### src/rtl/uart_pkg.sv
// Shared state encodings, register bit layout and parity helper for the FIFO-buffered UART.
package uart_pkg;

    typedef enum logic [2:0] {RxIdle, RxStart, RxData, RxParity, RxStop} rx_state_e;
    typedef enum logic [0:0] {TxIdle, TxShift} tx_state_e;

    // Status word bit positions; 9:8 keep their legacy busy/valid placement.
    localparam int unsigned StatValid  = 8;
    localparam int unsigned StatTxFull = 9;
    localparam int unsigned StatTxIdle = 10;
    localparam int unsigned StatOvr    = 11;
    localparam int unsigned StatFerr   = 12;
    localparam int unsigned StatPerr   = 13;

    // Control word bit positions.
    localparam int unsigned CtlClrErr = 0;
    localparam int unsigned CtlFlush  = 1;

    // mode 1 = even, 2 = odd; callers only use this when parity is enabled.
    function automatic logic parity_bit(input logic [7:0] d, input int unsigned mode);
        return (mode == 2) ? ~^d : ^d;
    endfunction

endpackage

### src/rtl/uart_sync_fifo.sv
// Single-clock FIFO; a pop makes room for a push in the same cycle, even when full.
module uart_sync_fifo #(
    parameter int unsigned WIDTH = 8,
    parameter int unsigned DEPTH = 16
) (
    input  logic                   clk,
    input  logic                   reset,
    input  logic                   push,
    input  logic                   pop,
    input  logic [WIDTH-1:0]       din,
    output logic [WIDTH-1:0]       dout,
    output logic                   full,
    output logic                   empty,
    output logic [$clog2(DEPTH):0] count
);

    localparam int unsigned AW = $clog2(DEPTH);
    localparam int unsigned CW = AW + 1;

    logic [WIDTH-1:0] mem [DEPTH];
    logic [AW-1:0]    wptr_q;
    logic [AW-1:0]    rptr_q;
    logic [CW-1:0]    count_q;
    logic             do_push;
    logic             do_pop;

    assign empty   = (count_q == '0);
    assign full    = (count_q == CW'(DEPTH));
    assign do_pop  = pop && !empty;
    assign do_push = push && (!full || do_pop);
    assign dout    = mem[rptr_q];
    assign count   = count_q;

    always_ff @(posedge clk) begin
        if (reset) begin
            wptr_q  <= '0;
            rptr_q  <= '0;
            count_q <= '0;
        end else begin
            if (do_push) wptr_q <= wptr_q + AW'(1);
            if (do_pop)  rptr_q <= rptr_q + AW'(1);
            count_q <= count_q + CW'(do_push) - CW'(do_pop);
        end
    end

    always_ff @(posedge clk) begin
        if (do_push) mem[wptr_q] <= din;
    end

endmodule

### src/rtl/uart_fifo.sv
// UART with RX/TX FIFOs behind a two-register bus interface (data and status/control).
module uart_fifo
    import uart_pkg::*;
#(
    parameter int unsigned FREQ_MHZ = 12,
    parameter int unsigned BAUDS    = 115200,
    parameter int unsigned RX_DEPTH = 16,
    parameter int unsigned TX_DEPTH = 16,
    parameter int unsigned PARITY   = 0
) (
    input  logic        clk,
    input  logic        reset,
    input  logic        rstrb,
    input  logic        wstrb,
    input  logic        sel_dat,
    input  logic        sel_cntl,
    input  logic [31:0] wdata,
    output logic [31:0] rdata,
    input  logic        RXD,
    output logic        TXD,
    output logic        brk
);

    localparam int unsigned   DIV       = FREQ_MHZ * 1000000 / BAUDS;
    localparam int unsigned   CW        = $clog2(DIV);
    localparam logic [CW-1:0] DivLast   = CW'(DIV - 1);
    localparam logic [CW-1:0] HalfLast  = CW'(DIV / 2 - 1);
    localparam logic [3:0]    TxLastBit = (PARITY != 0) ? 4'd10 : 4'd9;

    // Bus decode
    logic tx_push, rx_pop, ctl_wr, clr_err, flush, fifo_reset;
    assign tx_push    = sel_dat && wstrb;
    assign rx_pop     = sel_dat && rstrb;
    assign ctl_wr     = sel_cntl && wstrb;
    assign clr_err    = ctl_wr && wdata[CtlClrErr];
    assign flush      = ctl_wr && wdata[CtlFlush];
    assign fifo_reset = reset || flush;

    logic       rx_push, rx_full, rx_empty;
    logic [7:0] rx_shift, rx_dout;
    logic       tx_pop, tx_full, tx_empty;
    logic [7:0] tx_dout;
    logic [$clog2(RX_DEPTH):0] rx_count;
    logic [$clog2(TX_DEPTH):0] tx_count;
    logic unused_count;
    assign unused_count = ^{rx_count, tx_count};

    uart_sync_fifo #(.WIDTH(8), .DEPTH(RX_DEPTH)) u_rx_fifo (
        .clk   (clk),
        .reset (fifo_reset),
        .push  (rx_push),
        .pop   (rx_pop),
        .din   (rx_shift),
        .dout  (rx_dout),
        .full  (rx_full),
        .empty (rx_empty),
        .count (rx_count)
    );

    uart_sync_fifo #(.WIDTH(8), .DEPTH(TX_DEPTH)) u_tx_fifo (
        .clk   (clk),
        .reset (fifo_reset),
        .push  (tx_push),
        .pop   (tx_pop),
        .din   (wdata[7:0]),
        .dout  (tx_dout),
        .full  (tx_full),
        .empty (tx_empty),
        .count (tx_count)
    );

    logic rxd_meta, rxd_sync;
    always_ff @(posedge clk) begin
        if (reset) begin
            rxd_meta <= 1'b1;
            rxd_sync <= 1'b1;
        end else begin
            rxd_meta <= RXD;
            rxd_sync <= rxd_meta;
        end
    end

    rx_state_e     rx_state;
    logic [CW-1:0] rx_cnt;
    logic [2:0]    rx_bit;
    logic          rx_bad, ferr_set, perr_set;

    // rx_push fires the cycle after the stop sample; rx_shift is stable until the next frame.
    always_ff @(posedge clk) begin
        if (reset) begin
            rx_state <= RxIdle;
            rx_cnt   <= HalfLast;
            rx_bit   <= '0;
            rx_shift <= '0;
            rx_bad   <= 1'b0;
            rx_push  <= 1'b0;
            ferr_set <= 1'b0;
            perr_set <= 1'b0;
            brk      <= 1'b0;
        end else begin
            rx_push  <= 1'b0;
            ferr_set <= 1'b0;
            perr_set <= 1'b0;
            brk      <= 1'b0;
            unique case (rx_state)
                RxIdle: begin
                    if (!rxd_sync) begin
                        rx_state <= RxStart;
                        rx_cnt   <= HalfLast;
                    end
                end
                RxStart: begin
                    if (rx_cnt != '0) begin
                        rx_cnt <= rx_cnt - 1'b1;
                    end else if (rxd_sync) begin
                        rx_state <= RxIdle;
                    end else begin
                        rx_state <= RxData;
                        rx_cnt   <= DivLast;
                        rx_bit   <= '0;
                        rx_bad   <= 1'b0;
                    end
                end
                RxData: begin
                    if (rx_cnt != '0) begin
                        rx_cnt <= rx_cnt - 1'b1;
                    end else begin
                        rx_shift <= {rxd_sync, rx_shift[7:1]};
                        rx_cnt   <= DivLast;
                        rx_bit   <= rx_bit + 3'd1;
                        if (rx_bit == 3'd7) rx_state <= (PARITY != 0) ? RxParity : RxStop;
                    end
                end
                RxParity: begin
                    if (rx_cnt != '0) begin
                        rx_cnt <= rx_cnt - 1'b1;
                    end else begin
                        rx_cnt   <= DivLast;
                        rx_state <= RxStop;
                        if (rxd_sync != parity_bit(rx_shift, PARITY)) begin
                            perr_set <= 1'b1;
                            rx_bad   <= 1'b1;
                        end
                    end
                end
                RxStop: begin
                    if (rx_cnt != '0) begin
                        rx_cnt <= rx_cnt - 1'b1;
                    end else begin
                        rx_state <= RxIdle;
                        if (!rxd_sync) begin
                            ferr_set <= 1'b1;
                        end else if (!rx_bad) begin
                            rx_push <= 1'b1;
                            brk     <= (rx_shift == 8'h03);
                        end
                    end
                end
                default: rx_state <= RxIdle;
            endcase
        end
    end

    // A push that finds the FIFO full is only lost if no pop frees a slot this cycle.
    logic ovr_set, ovr, ferr, perr;
    assign ovr_set = rx_push && rx_full && !rx_pop;

    always_ff @(posedge clk) begin
        if (reset) begin
            ovr  <= 1'b0;
            ferr <= 1'b0;
            perr <= 1'b0;
        end else begin
            ovr  <= ovr_set  || (ovr  && !clr_err);
            ferr <= ferr_set || (ferr && !clr_err);
            perr <= perr_set || (perr && !clr_err);
        end
    end

    tx_state_e     tx_state;
    logic [CW-1:0] tx_cnt;
    logic [3:0]    tx_bit;
    logic [10:0]   tx_frame, tx_load;
    logic          tx_last;

    // Reloading straight from the end of a stop bit keeps consecutive frames gap-free.
    always_comb begin
        tx_last = (tx_state == TxShift) && (tx_cnt == '0) && (tx_bit == TxLastBit);
        tx_pop  = !tx_empty && ((tx_state == TxIdle) || tx_last);
        tx_load = (PARITY != 0) ? {1'b1, parity_bit(tx_dout, PARITY), tx_dout, 1'b0}
                                : {2'b11, tx_dout, 1'b0};
    end

    always_ff @(posedge clk) begin
        if (reset) begin
            tx_state <= TxIdle;
            tx_cnt   <= DivLast;
            tx_bit   <= '0;
            tx_frame <= '1;
            TXD      <= 1'b1;
        end else if (tx_pop) begin
            tx_state <= TxShift;
            tx_cnt   <= DivLast;
            tx_bit   <= '0;
            tx_frame <= tx_load;
            TXD      <= 1'b0;
        end else begin
            case (tx_state)
                TxIdle: TXD <= 1'b1;
                TxShift: begin
                    if (tx_cnt != '0) begin
                        tx_cnt <= tx_cnt - 1'b1;
                    end else if (tx_bit == TxLastBit) begin
                        tx_state <= TxIdle;
                        TXD      <= 1'b1;
                    end else begin
                        tx_bit   <= tx_bit + 4'd1;
                        tx_cnt   <= DivLast;
                        tx_frame <= {1'b1, tx_frame[10:1]};
                        TXD      <= tx_frame[1];
                    end
                end
                default: tx_state <= TxIdle;
            endcase
        end
    end

    always_comb begin
        rdata = '0;
        if (sel_dat || sel_cntl) begin
            if (sel_dat) rdata[7:0] = rx_dout;
            rdata[StatValid]  = !rx_empty;
            rdata[StatTxFull] = tx_full;
            rdata[StatTxIdle] = (tx_state == TxIdle) && tx_empty;
            rdata[StatOvr]    = ovr;
            rdata[StatFerr]   = ferr;
            rdata[StatPerr]   = perr;
        end
    end

endmodule

### config.mk
export PLATFORM = sky130hd
export DESIGN_NAME = uart_fifo
export DESIGN_NICKNAME = d
export VERILOG_FILES = /design/src/rtl/uart_pkg.sv /design/src/rtl/uart_sync_fifo.sv /design/src/rtl/uart_fifo.sv
export SDC_FILE = /design/constraint.sdc
export NUM_CORES = 1
export LEC_CHECK = 0
export ABC_AREA = 1
export BUFFER_PORTS_ARGS = -buffer_cell sky130_fd_sc_hd__buf_2
export CAP_MARGIN = 20
export CORE_MARGIN = 3
export CORE_UTILIZATION = 40
export CTS_CLUSTER_SIZE = 28
export DETAILED_ROUTE_END_ITERATION = 16
export SLEW_MARGIN = 20
export SYNTH_ARGS = -nofsm -noshare
export SYNTH_HDL_FRONTEND = slang
export SYNTH_SLANG_ARGS = --single-unit
### constraint.sdc
create_clock -name clk -period 2.5 [get_ports clk]
set_clock_uncertainty 0.1 [all_clocks]
set_input_delay 0.125 -clock clk [delete_from_list [all_inputs] [get_ports clk]]
set_output_delay 0.125 -clock clk [all_outputs]
set_load 0.05 [all_outputs]
# [Yosys cells after proc, flatten, opt, wreduce, memory -nomap -nowiden]
# Memory sizes are Yosys's and may differ from the RTL's. A register that Yosys moved wholly into a read port is not among the register bits.
# Index checks and enable logic that the tools add are counted.
# W data, S select, Z words.
[totals] inputBits=39 wordCells=177 latch_bits=0 memories=2 reg_bits=79 mem_bits_ro=0 ram_bits=256
[op_classes] n_lt_le_gt_ge=0 shifts=0 n_eq_ne=24 n_reduce_logical=57 mul=0 n_addsub=12 n_mux=50 div=0 bitwise_logic=7
[memory_table] name="u_rx_fifo.mem" depth=16 word_bits=8 rd=1 rd_clocked_by_memory_dff=1 wr=1 line="uart_sync_fifo.sv:20" text="logic [WIDTH-1:0] mem [DEPTH];"
[memory_table] name="u_tx_fifo.mem" depth=16 word_bits=8 rd=1 rd_clocked_by_memory_dff=1 wr=1 line="uart_sync_fifo.sv:20"
[ops] op="$mux W7" count=7
[ops] op="$mux W9" count=4
[ops] op="$pmux W7 S4" count=1
[ops] op="$mux W3" count=9
[ops] op="$add A4 B1 Y4 const B" count=5
[ops] op="$ne A2 B2 Y1 const B" count=10
[ops] op="$logic_and A1 B1 Y1" count=18
[ops] op="$mux W1" count=18
[ops] op="$mux W4" count=4
[ops] op="$pmux W3 S5" count=1
[ops] op="$mux W14" count=1
[ops] op="$reduce_bool A7 Y1" count=2
[ops] op="$sub A7 B1 Y7 const B" count=2
[ops] op="$add A5 B1 Y5" count=2
[ops] op="$eq A5 B5 Y1 const B" count=2
[ops] op="$logic_not A5 Y1" count=2
[ops] op="$sub A5 B1 Y5" count=2
[ops] op="$eq A8 B2 Y1 const B" count=1
[ops] op="$logic_or A1 B1 Y1" count=8
[ops] op="$mux W8" count=1
[ops] op="$reduce_and A4 Y1" count=2
[ops] op="$reduce_xor A8 Y1" count=1
[ops] op="$logic_not A7 Y1" count=1
[ops] op="$not A1 Y1" count=7
[ops] op="other kinds (24)" count=39

# [Depth between registers and ports, before layout]
[logic_depth] depth_word=10 mapped_depth=18 mapped_depth_nobuf=17

# [Cells and area by module]
# From an unflattened synthesis, not the netlist that was laid out.
[unflattened] hier_cells=1730 hier_area_um2=15937.8
[modules_own_cells] mod="uart_sync_fifo at u_tx_fifo" seq_area_each_um2=4184.0 area_per_inst_um2=6466.2 instances=1 cells_per_inst=653
[modules_own_cells] mod="uart_sync_fifo at u_rx_fifo" seq_area_each_um2=4184.0 area_per_inst_um2=6461.2 instances=1 cells_per_inst=650
[modules_own_cells] mod="uart_fifo" seq_area_each_um2=1041.0 area_per_inst_um2=3010.4 instances=1 cells_per_inst=427

# [Least setup slack after synthesis]
# OpenSTA, ideal clock, no wires.
[synth_path] path_kind="reg2reg" start="register tx_bit[1]" end="register u_tx_fifo.count_q[4], in the netlist u_tx_fifo.count[4]" arrival_ps=2377 n_path_buf=1 setup_time_ps=113 t_required_ps=2287 setup_slack_ps=-89 path_stages_with_launch=18 path_cell_list="dfxtp_1 > inv_1 > ha_1 > nand3_1 > nand2_1 > nand3_4 > inv_4 > buf_6 > ha_1 > inv_1 > ha_1 > fa_1 > nand2_1 > nand2_1 > a21oi_1 > nand2_1 > nand2_1 > nor2_1"
[synth_between] elab_chain_cells=9
[synth_lines] item="start, declared" line="uart_fifo.sv:182" text="logic [3:0] tx_bit;"
[synth_lines] item="start signal, assigned" line="uart_fifo.sv:217" text="tx_bit <= tx_bit + 4'd1;"
[synth_lines] item="$eq A4 B4 Y1 *" line="uart_fifo.sv:188" text="tx_last = (tx_state == TxShift) && (tx_cnt == '0) && (tx_bit == TxLastBit);"
[synth_lines] item="$logic_and A1 B1 Y1 *" line="uart_fifo.sv:188"
[synth_lines] item="$logic_or A1 B1 Y1 *" line="uart_fifo.sv:189" text="tx_pop = !tx_empty && ((tx_state == TxIdle) || tx_last);"
[synth_lines] item="$logic_and A1 B1 Y1 *" line="uart_fifo.sv:189"
[synth_lines] item="$logic_and A1 B1 Y1 *" line="uart_sync_fifo.sv:29" text="assign do_pop = pop && !empty;"
[synth_lines] item="named net u_tx_fifo.do_pop" line="uart_sync_fifo.sv:25" text="logic do_pop;"
[synth_lines] item="$logic_or A1 B1 Y1" line="uart_sync_fifo.sv:30" text="assign do_push = push && (!full || do_pop);"
[synth_lines] item="$logic_and A1 B1 Y1" line="uart_sync_fifo.sv:30"
[synth_lines] item="$add A5 B1 Y5" line="uart_sync_fifo.sv:42" text="count_q <= count_q + CW'(do_push) - CW'(do_pop);"
[synth_lines] item="$sub A5 B1 Y5 *" line="uart_sync_fifo.sv:42"
[synth_lines] item="end signal, assigned" line="uart_sync_fifo.sv:42"
[synth_lines] item="end, declared" line="uart_sync_fifo.sv:23" text="logic [CW-1:0] count_q;"
# Mark *: on every way through the listed nets, which the timed path passes. The rest lies on a longest branch.
# A chain may end at the register's enable or synchronous reset.

==> results by group <==
Outcome
  – Outcome: complete, no violations

Floorplan
  – Initial Utilization: 41.0%
  – Die area: between 30000 and 40000 sq um
  – Die Y-Extent: 198 microns
  – Die W: between 150 and 200 microns
  – Rows: 69
  – Core Footprint: 36000 sq um
  – Top-level port count: 73

STA
  – Period minus WS final: 2.42 ns
  – RSZ-0062 raised after global routing: yes
  – Endpoints failing setup: 0
  – Max-slew violation count: 0
  – Worst-margin pin slew: 0.725 ns
  – Final worst-path cycle share: 96.9%
  – Final hold slack: 0.141 ns
  – Top achievable clock speed: approximately 0.41 GHz
  – Final-report hold violation count: 0
  – Relative slew slack: 51.7%
  – Smallest setup slack after layout: 0.0784 ns

Cells and area
  – Number of nets in the final layout: roughly 1600
  – Finished Core Util: approximately half
  – Number of inserted diodes: 0
  – Share of cells above drive strength 1: 15.4%
  – Post-synthesis to final-layout area growth: 17.6%
  – Post-route cell area: 17400 sq um
  – Number of fill cells in the layout: 3237

Global routing
  – Wire length of the first global-routing pass: 53.1 mm
  – Overflow left after global routing: 0
  – Largest net degree at the start of global routing: 65
  – Initial antenna violation count: 0
  – Number of global-route vias before repair: between 9000 and 10000
  – Global-route total usage across every layer: 17.1%

Synth
  – Sequential fraction of the synthesis area: 63.7%
  – Netlist cell types: between 40 and 50
  – Count of warnings emitted by yosys: 0
  – Count of state elements after synthesis: 342
  – Post-synthesis area per instance: 10.3 sq um
  – Cell area after synthesis: 14800 sq um
  – Cell count after synthesis: 1433

Detailed routing
  – Overall via count from detail_route: 10243
  – Number of detailed-routing iterations run before antenna repair: 5
  – Drt first-iter violations: 803
  – DRC violations left: 0
  – Vias per inst: 5.04
  – WL final: 33.4 mm
  – DR WL/cell: around 16 microns
  – DRT antenna net count: 0

Power and ir drop
  – Register share of total power: 43.0%
  – Leakage power figure: between 6 and 7 nW
  – Share of power burned in the clock network: 35.1%
  – Internal cell power: 10.7 mW
  – Comb power frac: 21.9%
  – P_sw: ~4.4 mW
  – Maximum VDD drop: 0.411 mV
  – Total Power: 15.1 mW
  – Net switching share of the total power: 29.3%
  – Power density relative to cell area: 867 nW/um^2

Setup path
  – WS Path Type: reg2out
  – Reg2Reg Launch Point: u_rx_fifo.count[3]
  – Critical path arrival: 2.20 ns
  – Worst R2R Setup Slack: roughly 0.12 ns
  – Type of destination of the critical path: primary output
  – Data required time of the critical path: around 2.3 ns
  – Element type at the critical path start: flop
  – Worst-path fanout max: 32
  – Endpoint of the worst register-to-register path: u_rx_fifo.count[4]
  – Worst Reg2Reg Path Length in Cells: 17

Hold path
  – Hold Startpoint: sel_cntl
  – Number of cells on the worst hold path: 5
  – Class of the tightest hold or removal check: in2reg
  – Worst hold endpoint: u_tx_fifo.count[1]

Placement
  – Input/output buffers: 30
  – Estimated wirelength of the detail-placed design: 20.9 mm
  – Instance area at placement: about 16000 sq um
  – Worst slack at placement: -0.0618 ns
  – Placer Congestion: 0.800

Clock tree
  – CTS Root Cell: sky130_fd_sc_hd__clkbuf_16
  – TritonCTS buffer count: 38
  – Maximum buffer depth of the clock tree: 3
  – Clock latency on the worst-skew pair: about 0.53 ns
  – CTS H-tree depth: 2
  – Clock sink total: 342
  – Clock input transition at the sequential cells of the worst setup and hold paths: 0.06 ns
  – CTS tree: built

Flow run
  – Count of maximum capacitance violations: 0
[how the worst max path moves through the flow]
stage | from | to | slack, ns | cells past startpoint
final | flop | rdata[0] | 0.08 | 7
after global routing | u_tx_fifo.count[2] | u_tx_fifo.count[4] | -0.02 | 17
after CTS | u_tx_fifo.count[2] | u_tx_fifo.count[4] | 0.006 | 17
after detailed placement | u_tx_fifo.count[3] | u_tx_fifo.count[4] | -0.06 | 17
after global placement | u_rx_fifo.count[3] | u_rx_fifo.count[4] | 0.01 | 17
after floorplan | u_tx_fifo.count[3] | u_tx_fifo.count[4] | 0.002 | 18
[cells in the mapped netlist]
library cell / count / area (sq um)
sky130_fd_sc_hd__a211oi_1: 1 / 7.51
sky130_fd_sc_hd__a21boi_2: 1 / 11.3
sky130_fd_sc_hd__a21oi_1: 52 / 260
sky130_fd_sc_hd__a31oi_1: 1 / 6.26
sky130_fd_sc_hd__buf_1: 4 / 15.0
sky130_fd_sc_hd__buf_2: 29 / 145
sky130_fd_sc_hd__buf_4: 20 / 150
sky130_fd_sc_hd__buf_6: 2 / 22.5
sky130_fd_sc_hd__clkbuf_1: 22 / 82.6
sky130_fd_sc_hd__clkinv_1: 3 / 11.3
sky130_fd_sc_hd__conb_1: 1 / 3.75
sky130_fd_sc_hd__dfxtp_1: 86 / 1720
sky130_fd_sc_hd__edfxtp_1: 256 / 7690
sky130_fd_sc_hd__fa_1: 2 / 40.0
sky130_fd_sc_hd__ha_1: 33 / 413
sky130_fd_sc_hd__inv_1: 105 / 394
sky130_fd_sc_hd__inv_2: 10 / 37.5
sky130_fd_sc_hd__inv_4: 1 / 6.26
sky130_fd_sc_hd__nand2_1: 127 / 477
sky130_fd_sc_hd__nand2_2: 7 / 43.8
sky130_fd_sc_hd__nand3_1: 109 / 546
sky130_fd_sc_hd__nand3_2: 3 / 30.0
sky130_fd_sc_hd__nand3_4: 1 / 17.5
sky130_fd_sc_hd__nand3b_4: 1 / 20.0
sky130_fd_sc_hd__nand4_1: 10 / 62.6
sky130_fd_sc_hd__nor2_1: 290 / 1090
sky130_fd_sc_hd__nor2_2: 3 / 18.8
sky130_fd_sc_hd__nor2_4: 3 / 33.8
sky130_fd_sc_hd__nor3_1: 20 / 100
sky130_fd_sc_hd__nor3_4: 1 / 16.3
sky130_fd_sc_hd__nor3b_1: 2 / 15.0
sky130_fd_sc_hd__nor4_1: 1 / 6.26
sky130_fd_sc_hd__o211ai_1: 35 / 263
sky130_fd_sc_hd__o21ai_0: 158 / 791
sky130_fd_sc_hd__o21ai_1: 10 / 50.1
sky130_fd_sc_hd__o21ai_2: 1 / 8.76
sky130_fd_sc_hd__o31ai_1: 1 / 7.51
sky130_fd_sc_hd__or2_0: 2 / 12.5
sky130_fd_sc_hd__or2_2: 5 / 31.3
sky130_fd_sc_hd__xnor2_1: 4 / 35.0
sky130_fd_sc_hd__xor2_1: 10 / 87.6
[sequential cells by signal, indices dropped and copies added (netlist names), 3 cells and up, named ones only]
signal            cells
rx_bit                3
rx_cnt                7
rx_shift              8
rx_state              3
tx_bit                4
tx_cnt                7
tx_frame              8
u_rx_fifo.count       5
u_rx_fifo.mem       128
u_rx_fifo.rptr_q      4
u_rx_fifo.wptr_q      4
u_tx_fifo.count       5
u_tx_fifo.mem       128
u_tx_fifo.rptr_q      4
u_tx_fifo.wptr_q      4
[layout by cell type, fill, tap and decap left out, types with 3 or more instances in the layout]
| master | synthesis | routed |
|---|---|---|
| sky130_fd_sc_hd__conb_1 | 1 | 18 |
| sky130_fd_sc_hd__nor2_4 | 3 | 5 |
| sky130_fd_sc_hd__nand2_2 | 7 | 13 |
| sky130_fd_sc_hd__clkinv_1 | 3 | 7 |
| sky130_fd_sc_hd__dfxtp_2 | 0 | 7 |
| sky130_fd_sc_hd__nand4_1 | 10 | 10 |
| sky130_fd_sc_hd__o21ai_0 | 158 | 157 |
| sky130_fd_sc_hd__buf_4 | 20 | 83 |
| sky130_fd_sc_hd__edfxtp_1 | 256 | 256 |
| sky130_fd_sc_hd__ha_2 | 0 | 3 |
| sky130_fd_sc_hd__ha_1 | 33 | 27 |
| sky130_fd_sc_hd__nor3_1 | 20 | 20 |
| sky130_fd_sc_hd__clkinvlp_4 | 0 | 4 |
| sky130_fd_sc_hd__inv_1 | 105 | 99 |
| sky130_fd_sc_hd__xnor2_1 | 4 | 4 |
| sky130_fd_sc_hd__nor2_2 | 3 | 3 |
| sky130_fd_sc_hd__dfxtp_1 | 86 | 77 |
| sky130_fd_sc_hd__inv_2 | 10 | 14 |
| sky130_fd_sc_hd__xor2_1 | 10 | 10 |
| sky130_fd_sc_hd__buf_2 | 29 | 25 |
| sky130_fd_sc_hd__o21ai_1 | 10 | 11 |
| sky130_fd_sc_hd__ha_4 | 0 | 3 |
| sky130_fd_sc_hd__or2_2 | 5 | 5 |
| sky130_fd_sc_hd__o211ai_1 | 35 | 35 |
| sky130_fd_sc_hd__nand3_2 | 3 | 3 |
| sky130_fd_sc_hd__nor2_1 | 290 | 288 |
| sky130_fd_sc_hd__nand3_1 | 109 | 108 |
| sky130_fd_sc_hd__clkbuf_1 | 22 | 10 |
| sky130_fd_sc_hd__clkinv_2 | 0 | 4 |
| sky130_fd_sc_hd__buf_12 | 0 | 5 |
| sky130_fd_sc_hd__a21oi_1 | 52 | 50 |
| sky130_fd_sc_hd__clkbuf_16 | 0 | 42 |
| sky130_fd_sc_hd__dlygate4sd3_1 | 0 | 16 |
| sky130_fd_sc_hd__nand2_1 | 127 | 119 |
[power groups by stage]
stage	Combinational [mW]	Clock, mW	Sequential (mW)
finish	3.30	5.30	6.47
global route	3.75	5.68	6.49
CTS	3.14	5.44	6.45
detailed placement	2.97	0	6.57
global placement	2.90	0	6.56
floorplan	2.21	0	6.53
[area by class of cell]
class	count	area, sq um	share of cell area [%]
inverter	119	457	2.63
timing repair buffer	132	1040	6.00
clock inverter	13	73.8	0.425
clock buffer	55	1120	6.45
tap	461	577	3.32
multi-input combinational	912	4680	26.9
sequential	342	9430	54.2
[layer usage]
| layer | vias up | routed length, microns | share of wire (%) | GRT usage (%) |
|---|---|---|---|---|
| met2 | 225 | 16100 | 48 | 28.3 |
| met4 | 0 | 778 | 2.3 | 5.50 |
| met1 | 4846 | 14900 | 45 | 23.0 |
| met5 | - | 0 | 0 | 0 |
| met3 | 56 | 1590 | 4.8 | 2.88 |
| li1 | 5116 | - | - | - |
[cell families (layout without fill, tap and decap cells)]
logic type,Yosys count,count (layout),synth area share [%]
buffers and inverters,196,319,5.85
adders and majority gates,35,35,3.07
and+or+nand+nor,585,585,17.0
xor gates and xnor gates,14,14,0.830
AOI/OAI and AO/OA,260,260,9.51
DFF,342,342,63.7
other,1,18,0.0254
[critical path, cell delays in order (launching register included)]
cell,delay (ns)
sky130_fd_sc_hd__dfxtp_4,0.38
sky130_fd_sc_hd__inv_6,0.13
sky130_fd_sc_hd__buf_12,0.20
sky130_fd_sc_hd__nor2_1,0.05
sky130_fd_sc_hd__o211ai_1,0.30
sky130_fd_sc_hd__nand3_1,0.18
sky130_fd_sc_hd__a21oi_1,0.15
sky130_fd_sc_hd__buf_2,0.27
[what timing repair did]
action / in CTS / in global routing
endpoints found under the hold margin: 144 / 0
hold buffers: 16 / 0
buffers inserted: 5 / 3
pin swaps: 6 / 14
gates resized for setup: 11 / 47
setup endpoints to repair: 10 / 11
[per-stage QoR]
step           setup TNS (ns)  std cells
4_1_cts                     0       2031
5_1_grt               -0.0398       2034
3_3_place_gp                0       1942
6_report                    0       2034
2_1_floorplan               0       1450
3_5_place_dp          -0.0863       1942
No activity file was read; power rests on OpenSTA's default activity.
